### src/rtl/lif_param_sequencer.sv
// Configuration/run-control sequencer: serialises a host parameter frame onto the
// neuron system's load pins, waits for a qualified params_ready, then gates input_enable.
// Optional load timeout with sticky cfg_error is compiled in by defining LIF_SEQ_TIMEOUT_EN.
module lif_param_sequencer #(
  parameter int FRAME_W     = 26,
  parameter int TIMEOUT_CYC = 64
) (
  input  logic               clk,
  input  logic               reset,
  input  logic               cfg_valid,
  output logic               cfg_ready,
  input  logic [FRAME_W-1:0] cfg_data,
  input  logic               run_req,
  input  logic               params_ready_in,
  output logic               load_mode,
  output logic               serial_data,
  output logic               input_enable,
  output logic               busy,
  output logic               cfg_error
);

  localparam int CNT_W = $clog2(FRAME_W);
  localparam logic [CNT_W-1:0] LAST_BIT = CNT_W'(FRAME_W - 1);

  if (TIMEOUT_CYC < 1) begin : g_bad_timeout
    $error("TIMEOUT_CYC must be at least 1");
  end

`ifdef LIF_SEQ_TIMEOUT_EN
  typedef enum logic [2:0] {
    ST_IDLE, ST_SHIFT, ST_WAIT_RDY, ST_RUN, ST_ERROR
  } state_t;

  localparam int TO_W = $clog2(TIMEOUT_CYC + 1);
  localparam logic [TO_W-1:0] TO_LAST = TO_W'(TIMEOUT_CYC - 1);

  logic [TO_W-1:0] r_to_cnt;
  logic            r_cfg_error;
`else
  typedef enum logic [1:0] {
    ST_IDLE, ST_SHIFT, ST_WAIT_RDY, ST_RUN
  } state_t;
`endif

  state_t             r_state;
  // The MSB goes straight to serial_data at accept, so only the remaining bits are held.
  logic [FRAME_W-2:0] r_shift;
  logic [CNT_W-1:0]   r_bit_cnt;
  logic               r_seen_low;
  logic               r_cfg_ready;
  logic               r_load_mode;
  logic               r_serial;
  logic               r_input_enable;
  logic               r_busy;
  logic               w_accept;

  assign w_accept = cfg_valid & r_cfg_ready;

  // NOTE: every state element uses non-blocking assignment so all registers update
  // together from pre-edge values; blocking here would create ordering-dependent races.
  always_ff @(posedge clk or negedge reset) begin
    if (!reset) begin
      r_state        <= ST_IDLE;
      r_shift        <= '0;
      r_bit_cnt      <= '0;
      r_seen_low     <= 1'b0;
      r_cfg_ready    <= 1'b0;
      r_load_mode    <= 1'b0;
      r_serial       <= 1'b0;
      r_input_enable <= 1'b0;
      r_busy         <= 1'b0;
`ifdef LIF_SEQ_TIMEOUT_EN
      r_to_cnt       <= '0;
      r_cfg_error    <= 1'b0;
`endif
    end else if (w_accept) begin
      // Accept from IDLE, RUN or ERROR; a frame beats a simultaneous run_req.
      r_state        <= ST_SHIFT;
      r_shift        <= cfg_data[FRAME_W-2:0];
      r_bit_cnt      <= '0;
      r_seen_low     <= 1'b0;
      r_cfg_ready    <= 1'b0;
      r_load_mode    <= 1'b1;
      r_serial       <= cfg_data[FRAME_W-1];
      r_input_enable <= 1'b0;
      r_busy         <= 1'b1;
`ifdef LIF_SEQ_TIMEOUT_EN
      r_cfg_error    <= 1'b0;
`endif
    end else begin
      case (r_state)
        ST_IDLE: begin
          r_cfg_ready <= 1'b1;
        end

        ST_SHIFT: begin
          if (!params_ready_in) r_seen_low <= 1'b1;
          if (r_bit_cnt == LAST_BIT) begin
            r_state     <= ST_WAIT_RDY;
            r_load_mode <= 1'b0;
            r_serial    <= 1'b0;
`ifdef LIF_SEQ_TIMEOUT_EN
            r_to_cnt    <= '0;
`endif
          end else begin
            r_bit_cnt <= r_bit_cnt + 1'b1;
            r_serial  <= r_shift[FRAME_W-2];
            r_shift   <= {r_shift[FRAME_W-3:0], 1'b0};
          end
        end

        ST_WAIT_RDY: begin
          if (!params_ready_in) r_seen_low <= 1'b1;
          // A high level only counts once the loader has been seen dropping it.
          if (params_ready_in && r_seen_low) begin
            r_state     <= ST_RUN;
            r_busy      <= 1'b0;
            r_cfg_ready <= 1'b1;
`ifdef LIF_SEQ_TIMEOUT_EN
          end else if (r_to_cnt >= TO_LAST) begin
            r_state     <= ST_ERROR;
            r_busy      <= 1'b0;
            r_cfg_ready <= 1'b1;
            r_cfg_error <= 1'b1;
          end else begin
            r_to_cnt <= r_to_cnt + 1'b1;
`endif
          end
        end

        ST_RUN: begin
          r_input_enable <= run_req;
        end

`ifdef LIF_SEQ_TIMEOUT_EN
        ST_ERROR: begin
          r_input_enable <= 1'b0;
        end
`endif

        default: begin
          r_state <= ST_IDLE;
        end
      endcase
    end
  end

  assign cfg_ready    = r_cfg_ready;
  assign load_mode    = r_load_mode;
  assign serial_data  = r_serial;
  assign input_enable = r_input_enable;
  assign busy         = r_busy;
`ifdef LIF_SEQ_TIMEOUT_EN
  assign cfg_error    = r_cfg_error;
`else
  assign cfg_error    = 1'b0;
`endif

endmodule

### config.mk
export PLATFORM = sky130hd
export DESIGN_NAME = lif_param_sequencer
export DESIGN_NICKNAME = d
export VERILOG_FILES = /design/src/rtl/lif_param_sequencer.sv
export SDC_FILE = /design/constraint.sdc
export NUM_CORES = 1
export LEC_CHECK = 0
export ABC_CLOCK_PERIOD_IN_PS = 1400
export CAP_MARGIN = 20
export CORE_ASPECT_RATIO = 0.5
export CORE_MARGIN = 2
export CORE_UTILIZATION = 39
export DETAILED_ROUTE_END_ITERATION = 6
export HOLD_SLACK_MARGIN = 0.1
export PLACE_DENSITY = 0.76
export SLEW_MARGIN = 15
export SYNTH_ARGS = -nofsm -noshare
export SYNTH_HDL_FRONTEND = slang
export SYNTH_SLANG_ARGS = --single-unit
### constraint.sdc
create_clock -name clk -period 1.4 [get_ports clk]
set_input_delay 0.35 -clock clk [delete_from_list [all_inputs] [get_ports clk]]
set_output_delay 0.35 -clock clk [all_outputs]
set_load 0.03 [all_outputs]
Word level (Yosys, flattened, before mapping)
Index checks and enable logic that the tools add are counted.
{ "classes": {"n_eq_ne": 8, "order_cmp": 0, "add_sub_neg": 1, "mux": 27, "n_bitwise": 1, "n_shift": 0, "multipliers": 0, "reduce_logical": 17, "div_mod_pow": 0} }
{ "ops": {"columns": ["operator", "count"], "rows": [
  ["$mux W25", 3],
  ["$mux W1", 16],
  ["$mux W5", 3],
  ["$reduce_bool A2 Y1", 6],
  ["$reduce_and A2 Y1", 5],
  ["$mux W2", 3],
  ["$ne A3 B3 Y1 const B", 2],
  ["$reduce_bool A3 Y1", 2],
  ["$add A5 B1 Y5 const B", 1],
  ["$eq A5 B5 Y1 const B", 1],
  ["$eq A2 B2 Y1 const B", 2],
  ["$pmux W2 S2", 1],
  ["$reduce_and A3 Y1", 1],
  ["$eq A2 B1 Y1 const B", 1],
  ["$logic_not A2 Y1", 1],
  ["$ne A2 B1 Y1 const B", 1],
  ["$ne A2 B2 Y1 const B", 1],
  ["$pmux W1 S2", 1],
  ["$reduce_or A2 Y1", 1],
  ["$and A1 B1 Y1", 1],
  ["$logic_and A1 B1 Y1", 1]
]} }
{ "totals": {"elab_cells": 63, "register_bits": 38, "mem_count": 0, "mem_bits_rw": 0, "in_bits": 31, "out_inout_bits": 6, "latch_bits": 0, "rom_bits": 0} }

Logic depth before layout (Yosys ltp)
Gate-level depths: netlist of the first run.
{ "depth": {"word_depth": 4, "mapped_depth": 7, "ltp_nobuf": 5} }

Worst setup path before layout of the first run
No wires, ideal clock.
{ "synth_path": {"kind": "flip-flop to flip-flop", "from": "register r_state[1]", "to": "register r_bit_cnt[0]", "required_ps": 1321, "setup_time_ps": 79, "path_buffers": 1, "path_stages_with_launch": 7, "slack_ps": -70, "synth_period_minus_slack_ps": 1470, "t_arrival_ps": 1392, "cell_sequence": "dfrtp_1 -> inv_1 -> ha_1 -> inv_1 -> clkbuf_1 -> or3_1 -> a21oi_1"} }
{ "synth_via": {"elab_chain_cells": 3} }
{ "synth_lines": {"columns": ["element", "line", "rtl"], "rows": [
  ["start: declaration", "45", "state_t r_state;"],
  ["start signal: assignment", "63", "r_state <= ST_IDLE;"],
  ["start signal: assignment", "78", "r_state <= ST_SHIFT;"],
  ["start signal: assignment", "99", "r_state <= ST_WAIT_RDY;"],
  ["$eq A2 B1 Y1", "91", "case (r_state)"],
  ["$reduce_bool A2 Y1 (no source line)", null, null],
  ["$reduce_and A2 Y1 (no source line)", null, null],
  ["end signal: assignment", "106", "r_bit_cnt <= r_bit_cnt + 1'b1;"],
  ["end: declaration", "48", "logic [CNT_W-1:0] r_bit_cnt;"]
]} }
Every way passes these cells.
A chain may end at the register's enable or synchronous reset.

Final worst setup path of the first run
{ "layout_path": {"from": "register r_state[1]", "to": "register r_shift[12]"} }
{ "layout_via": {"elab_chain_cells": 3} }
{ "layout_lines": {"columns": ["element", "line", "rtl"], "rows": [
  ["$eq A2 B1 Y1", "91", null],
  ["$reduce_bool A2 Y1 (no source line)", null, null],
  ["$reduce_and A2 Y1 (no source line)", null, null],
  ["end signal: assignment", "79", "r_shift <= cfg_data[FRAME_W-2:0];"],
  ["end signal: assignment", "108", "r_shift <= {r_shift[FRAME_W-3:0], 1'b0};"],
  ["end: declaration", "47", "logic [FRAME_W-2:0] r_shift;"]
]} }
Every way passes these cells.

==> impl_metrics.toml, run 1 <==
[status]
status = "finished with violations"
violations = "setup timing"

[run]
drv_cap = 0

[logic_synthesis]
syn_nets = 249
synthCells = 212
synth-seq-cells = 38
syn_area_per_cell_sq_um = 8.88
yosysWarnings = 0
yosysUniqueCellTypes = 29
synthXorXnorAreaFrac_pct = 0.931
yosys.area_share.simple_pct = 11.6
post_synth_fa_ha_maj_area_fraction_pct = 3.99
seq_area_frac_synth_pct = 50.5
synth_top_family_by_area = "compound AO/OA/AOI/OAI gates"
muxShareOfSynthArea_pct = 0.532
mappedNetlistArea_sq_mm = 0.00188
synth_compound_area_share_pct = 25.7

[global_routing]
grt_pass1_wl_mm = 7.37
grt_pass1_vias = 1654
antenna_found_initial = 0
grt_use_total_pct = 17.8
gr-total-overflow = 0
grt_max_degree = 39

[critical_path]
start_kind = "flop"
rr_worst_depth = 6
critPathKind = "reg -> reg"
end_kind = "flop"
crit_required_ps = 1570
critPathMaxFanout = 26
cp.arrival_ps = 1650

[die]
rows = 17
die_h_um = 53.1
dieArea_sq_mm = 0.00543
io_pins = 37
core-area_sq_mm = 0.00451
initial_core_util_pct = 41.7
die_w_um = 102

[hold_path]
hold_path.class = "reg -> reg"
worstHoldPathCells = 2

[drt]
first_pass_iters = 4
wl_per_cell_um = 15.3
dr_total_vias = 1801
via_per_inst = 5.56
drt-total-wl_mm = 4.95
dr.first_iter.drc_count = 57
antenna_left = 0
drc_errors = 0

[clock_tree]
cts_tree = "yes"
cts_buffer_depth = 2
cts-root-buf = "clkbuf_8"
cts_sinks = 38
htree_levels = 2
path_clk_slew_ps = 70
clk_latency_ps = 300
cts_buffers = 5

[pwr]
p_per_area_mw_per_mm2 = 2050
vdd_ir_drop_max_uv = 657
leakagePower_nw = 1.10
power_mw = 5.43

[sta]
fmax_ghz = 0.676
slew_violations = 0
fin_ws_ps = -79.3
fin_crit_sh_pct = 106
rsz0062_at_grt = "true"
finalHoldViolations = 0
skew_ps = 3.56
final.min_clock_period_ps = 1480
hold_slack_ps = 478
finalSetupViolations = 22

[placement]
io_buffers = 35
placed_cell_area_sq_mm = 0.00239
pre_cts_ws_ps = -116
hpwlAfterDp_mm = 2.88
routabilityCongestion = 0.796

[cells_and_area]
fin_nets = 294
mostFrequentLayoutCells = "37 x dfrtp_1, 31 x nor2_1, 29 x clkdlybuf4s50_1, 28 x a21oi_1, 25 x a31oi_1"
antennaDiodeCount = 0
final_layout_size_suffix_gt1_share_pct = 20.9
final_common_cell = "dfrtp_1"
area_growth_pct = 40.6
fin_area_sq_mm = 0.00265
## what timing repair did
action,4_1_cts,5_1_grt
gates cloned,0,4
endpoints found under the hold margin,38,0
setup buffers,1,2
pin swaps,0,16
resized for setup,11,33
hold buffers,1,0
endpoints found under the setup margin,31,34
## logic make-up after synthesis
| kind of cell | after synthesis |
|---|---|
| other | 1 |
| multiplexers | 1 |
| AND/OR/NAND/NOR | 50 |
| flip-flops | 38 |
| adder cells (fa/ha/maj) | 6 |
| buffers and inverters | 26 |
| XOR/XNOR | 2 |
| AO/OA/AOI/OAI | 88 |
## worst paths after layout
check                      slack (ps)                  endpoint                    from
min                               480          busy$_DFFE_PN0P_        busy$_DFFE_PN0P_
max reg2reg                       -80   r_shift[12]$_DFFE_PN0P_  r_state[1]$_DFFE_PN0P_
min reg2reg                       480          busy$_DFFE_PN0P_        busy$_DFFE_PN0P_
max                               -80   r_shift[12]$_DFFE_PN0P_  r_state[1]$_DFFE_PN0P_
max in group asynchronous         640    r_state[0]$_DFFE_PN0P_                   reset
min in group asynchronous         550  r_bit_cnt[0]$_DFFE_PN0P_                   reset
## stage by stage
step	instances	setup TNS, ps	util [%]
final	324	-626	58.7
after global routing	324	-2650	58.7
after CTS	318	-0.326	55.5
after detailed placement	308	-2500	53.1
after global placement	308	-1780	53.1
after floorplan	212	-1.22	-
## Yosys cell counts (all sizes together)
master	n	share of area (%)
dfrtp	38	51
a21oi	33	9.0
nor2	31	6.2
o21ai	27	7.2
a31oi	25	8.3
buf	10	3.3
clkbuf	10	2.0
nand2	8	1.6
ha	6	4.0
inv	6	1.2
nand3	2	0.53
nand4	2	0.66
or3	2	0.66
xor2	2	0.93
a211oi	1	0.40
a22o	1	0.47
and2	1	0.33
and4b	1	0.53
conb	1	0.20
mux2i	1	0.53
nand2b	1	0.33
nand4b	1	0.47
nor3	1	0.27
o31ai	1	0.40
## worst max-delay path, cell delays in order (launching register included)
cell and delay (ps):
dfrtp_1 400, inv_2 100, ha_4 190, clkinvlp_4 150, buf_12 190, o21ai_0 200, a21oi_1 110
## where the power goes
group / internal (mW) / total, mW / switching, mW
Combinational: 1.23 / 2.65 / 1.42
Sequential: 1.64 / 2.00 / 0.363
Clock: 0.397 / 0.788 / 0.391
Total: 3.26 / 5.43 / 2.17
## sequential cells by signal, indices dropped and copies added, names as in the netlist
name	count
busy	1
cfg_ready	1
input_enable	1
load_mode	1
r_bit_cnt	5
r_seen_low	1
r_shift	25
r_state	2
serial_data	1
## final cells by class
class                           instances  area, sq um
Clock buffer                            7         86.3
Clock inverter                          1         5.00
Fill cell                             389         1860
Inverter                                6         26.3
Multi-Input combinational cell        149          890
Sequential cell                        38          952
Tap cell                               66         82.6
Timing Repair Buffer                   57          603
## metal layers
| metal | vias up | part of all wire (%) | global-route usage (%) |
|---|---|---|---|
| met5 | - | 0 | 0 |
| met3 | 9 | 6.7 | 3.57 |
| li1 | 843 | - | - |
| met2 | 64 | 51 | 31.6 |
| met4 | 0 | 1.2 | 8.00 |
| met1 | 885 | 41 | 21.3 |
Power figures use the tool's default switching activity.
==> run 2, diff against run 1 <==
--- a/config.mk
+++ b/config.mk
@@ -13,6 +13,7 @@
 export DETAILED_ROUTE_END_ITERATION = 6
 export HOLD_SLACK_MARGIN = 0.1
 export PLACE_DENSITY = 0.76
+export RECOVER_POWER = 100
 export SLEW_MARGIN = 15
 export SYNTH_ARGS = -nofsm -noshare
 export SYNTH_HDL_FRONTEND = slang
==> impl_metrics.toml, run 2 (synthesis gave the netlist of run 1 again) <==
[placement]
hpwlAfterDp_mm = 2.88
pre_cts_ws_ps = -116
dp_cells = 308
routabilityCongestion = 0.796
io_buffers = 35

[critical_path]
crit_required_ps = 1620
reg2reg_from = "r_bit_cnt[1]$_DFFE_PN0P_"
slowest_stage = "dfrtp_1"
critPathMaxFanout = 6
worstPathBufferInverterCount = 2
slowest_delay_ps = 390
start_kind = "flop"
worst-r2r-setup-slack_ps = -60
cp_top_family = "flip-flops"
path_cells = "inv_1 -> ha_2 -> and4b_4 -> buf_12 -> o21ai_0 -> a21oi_1"
end_kind = "flop"
r2r_end = "r_shift[12]$_DFFE_PN0P_"
rr_worst_depth = 6
cp.arrival_ps = 1680
critPathKind = "reg -> reg"

[clock_tree]
htree_levels = 2
cts_buffer_depth = 2
path_clk_slew_ps = 70
cts_tree = "yes"
cts_buffers = 5
cts-root-buf = "clkbuf_8"
cts_sinks = 38
clk_latency_ps = 300

[cells_and_area]
max_flop_register = "r_shift"
fillers = 396
fin_nets = 294
mostFrequentLayoutCells = "37 x dfrtp_1, 31 x nor2_1, 29 x clkdlybuf4s50_1, 28 x a21oi_1, 25 x a31oi_1"
final_common_cell = "dfrtp_1"
antennaDiodeCount = 0
reg_top3 = "r_shift: 25 flops, r_bit_cnt: 5 flops, r_state: 2 flops"
area_growth_pct = 39.2
largest_register_ffs = 25
final_layout_size_suffix_gt1_share_pct = 20.2
stdcell_count = 324

[sta]
skew_ps = 3.47
worst_pin_slew_ps = 521
finalSetupViolations = 24
slew-limit-headroom_pct = 65.3
finalHoldViolations = 0
fin_crit_sh_pct = 104
slew_violations = 0
final.min_clock_period_ps = 1460
fmax_ghz = 0.685
fin_ws_ps = -58.9
rsz0062_at_grt = "true"

[global_routing]
grt_pass1_vias = 1654
antenna_found_initial = 0
gr-total-overflow = 0
grt_use_total_pct = 17.8
grt_busiest_layer = "met2"
use_met1_pct = 21.3
grt_max_degree = 39
met2_usage_pct = 31.6
grt_pass1_wl_mm = 7.37
use_met3_pct = 3.57

[die]
die_w_um = 102
rows = 17
initial_core_util_pct = 41.7
core-area_sq_mm = 0.00451
io_pins = 37
die_h_um = 53.1
dieArea_sq_mm = 0.00543

[drt]
drc_errors = 0
antenna_left = 0
dr_total_vias = 1786
drt-total-wl_mm = 4.95
via_per_inst = 5.51
first_pass_iters = 4
wl_per_cell_um = 15.3
dr.first_iter.drc_count = 58

[status]
violations = "setup timing"
status = "finished with violations"

[pwr]
leakagePower_nw = 1.09
p_per_area_mw_per_mm2 = 2060
vdd_ir_drop_max_uv = 660

[hold_path]
min_to = "busy$_DFFE_PN0P_"
hold_path.class = "reg -> reg"
worstHoldPathCells = 2
worstHoldStart = "busy$_DFFE_PN0P_"

[run]
drv_cap = 0
==> run 2: changes by cell type in the layout (fill, tap and decap cells not counted), sizes merged <==
cell / delta
clkbuf: +4
dlymetal6s2s: +1
buf: -5
==> run 2: timing repair <==
action,4_1_cts,5_1_grt
pin swaps,0,16
buffers inserted,1,2
endpoints found under the hold margin,38,0
resized for setup,11,33
gates cloned,0,4
setup endpoints to repair,31,34
hold buffers,1,0
==> run 2: layer usage <==
metal | share of wire [%] | wire, um | vias up
li1 | - | - | 840
met2 | 51 | 2530 | 53
met1 | 42 | 2100 | 885
met3 | 5.3 | 262 | 8
met5 | 0 | 0 | -
met4 | 1.2 | 59 | 0
==> run 2: area by class of cell <==
cell class	instances	area (sq um)	share of cell area (%)
inverters	6	26.3	1.00
repair buffers	57	577	22.0
clock inverters	1	5.00	0.191
flip-flops and latches	38	952	36.4
clock buffers	7	86.3	3.30
well taps	66	82.6	3.15
multi-input cells	149	890	34.0
==> run 2: worst max-delay path by stage <==
stage | from | end | slack [ps] | cells past startpoint
floorplan | r_bit_cnt[1]$_DFFE_PN0P_ | r_bit_cnt[2]$_DFFE_PN0P_ | -1 | 6
global placement | cfg_valid | r_shift[9]$_DFFE_PN0P_ | -90 | 5
detailed placement | cfg_valid | r_shift[14]$_DFFE_PN0P_ | -120 | 5
CTS | r_bit_cnt[1]$_DFFE_PN0P_ | r_shift[6]$_DFFE_PN0P_ | -0.3 | 6
global route | r_bit_cnt[1]$_DFFE_PN0P_ | r_shift[12]$_DFFE_PN0P_ | -160 | 6
finish | r_bit_cnt[1]$_DFFE_PN0P_ | r_shift[12]$_DFFE_PN0P_ | -60 | 6
==> run 2: worst reg2reg max path: stages (launching register included) <==
cell,delay [ps]
dfrtp_1,390
inv_1,60
ha_2,200
and4b_4,350
buf_12,140
o21ai_0,80
a21oi_1,160
==> run 2: power by group <==
| part | internal (mW) | leakage (nW) | switching, mW |
|---|---|---|---|
| registers | 1.64 | 0.447 | 0.359 |
| logic | 1.18 | 0.599 | 1.42 |
| clock network | 0.397 | 0.0482 | 0.394 |
| total | 3.22 | 1.09 | 2.17 |
==> run 2: per-stage QoR <==
stage | TNS (ps) | power, mW | hold WS, ps | utilization (%) | area [sq um]
5_1_grt | -2660 | 5.75 | 521 | 58.1 | 2620
3_5_place_dp | -2500 | 4.30 | 333 | 53.1 | 2390
6_report | -696 | 5.39 | 481 | 58.1 | 2620
3_3_place_gp | -1780 | 4.20 | 330 | 53.1 | 2390
2_1_floorplan | -1.22 | 3.50 | 54.4 | - | 1900
4_1_cts | -0.326 | 5.12 | 477 | 55.5 | 2500
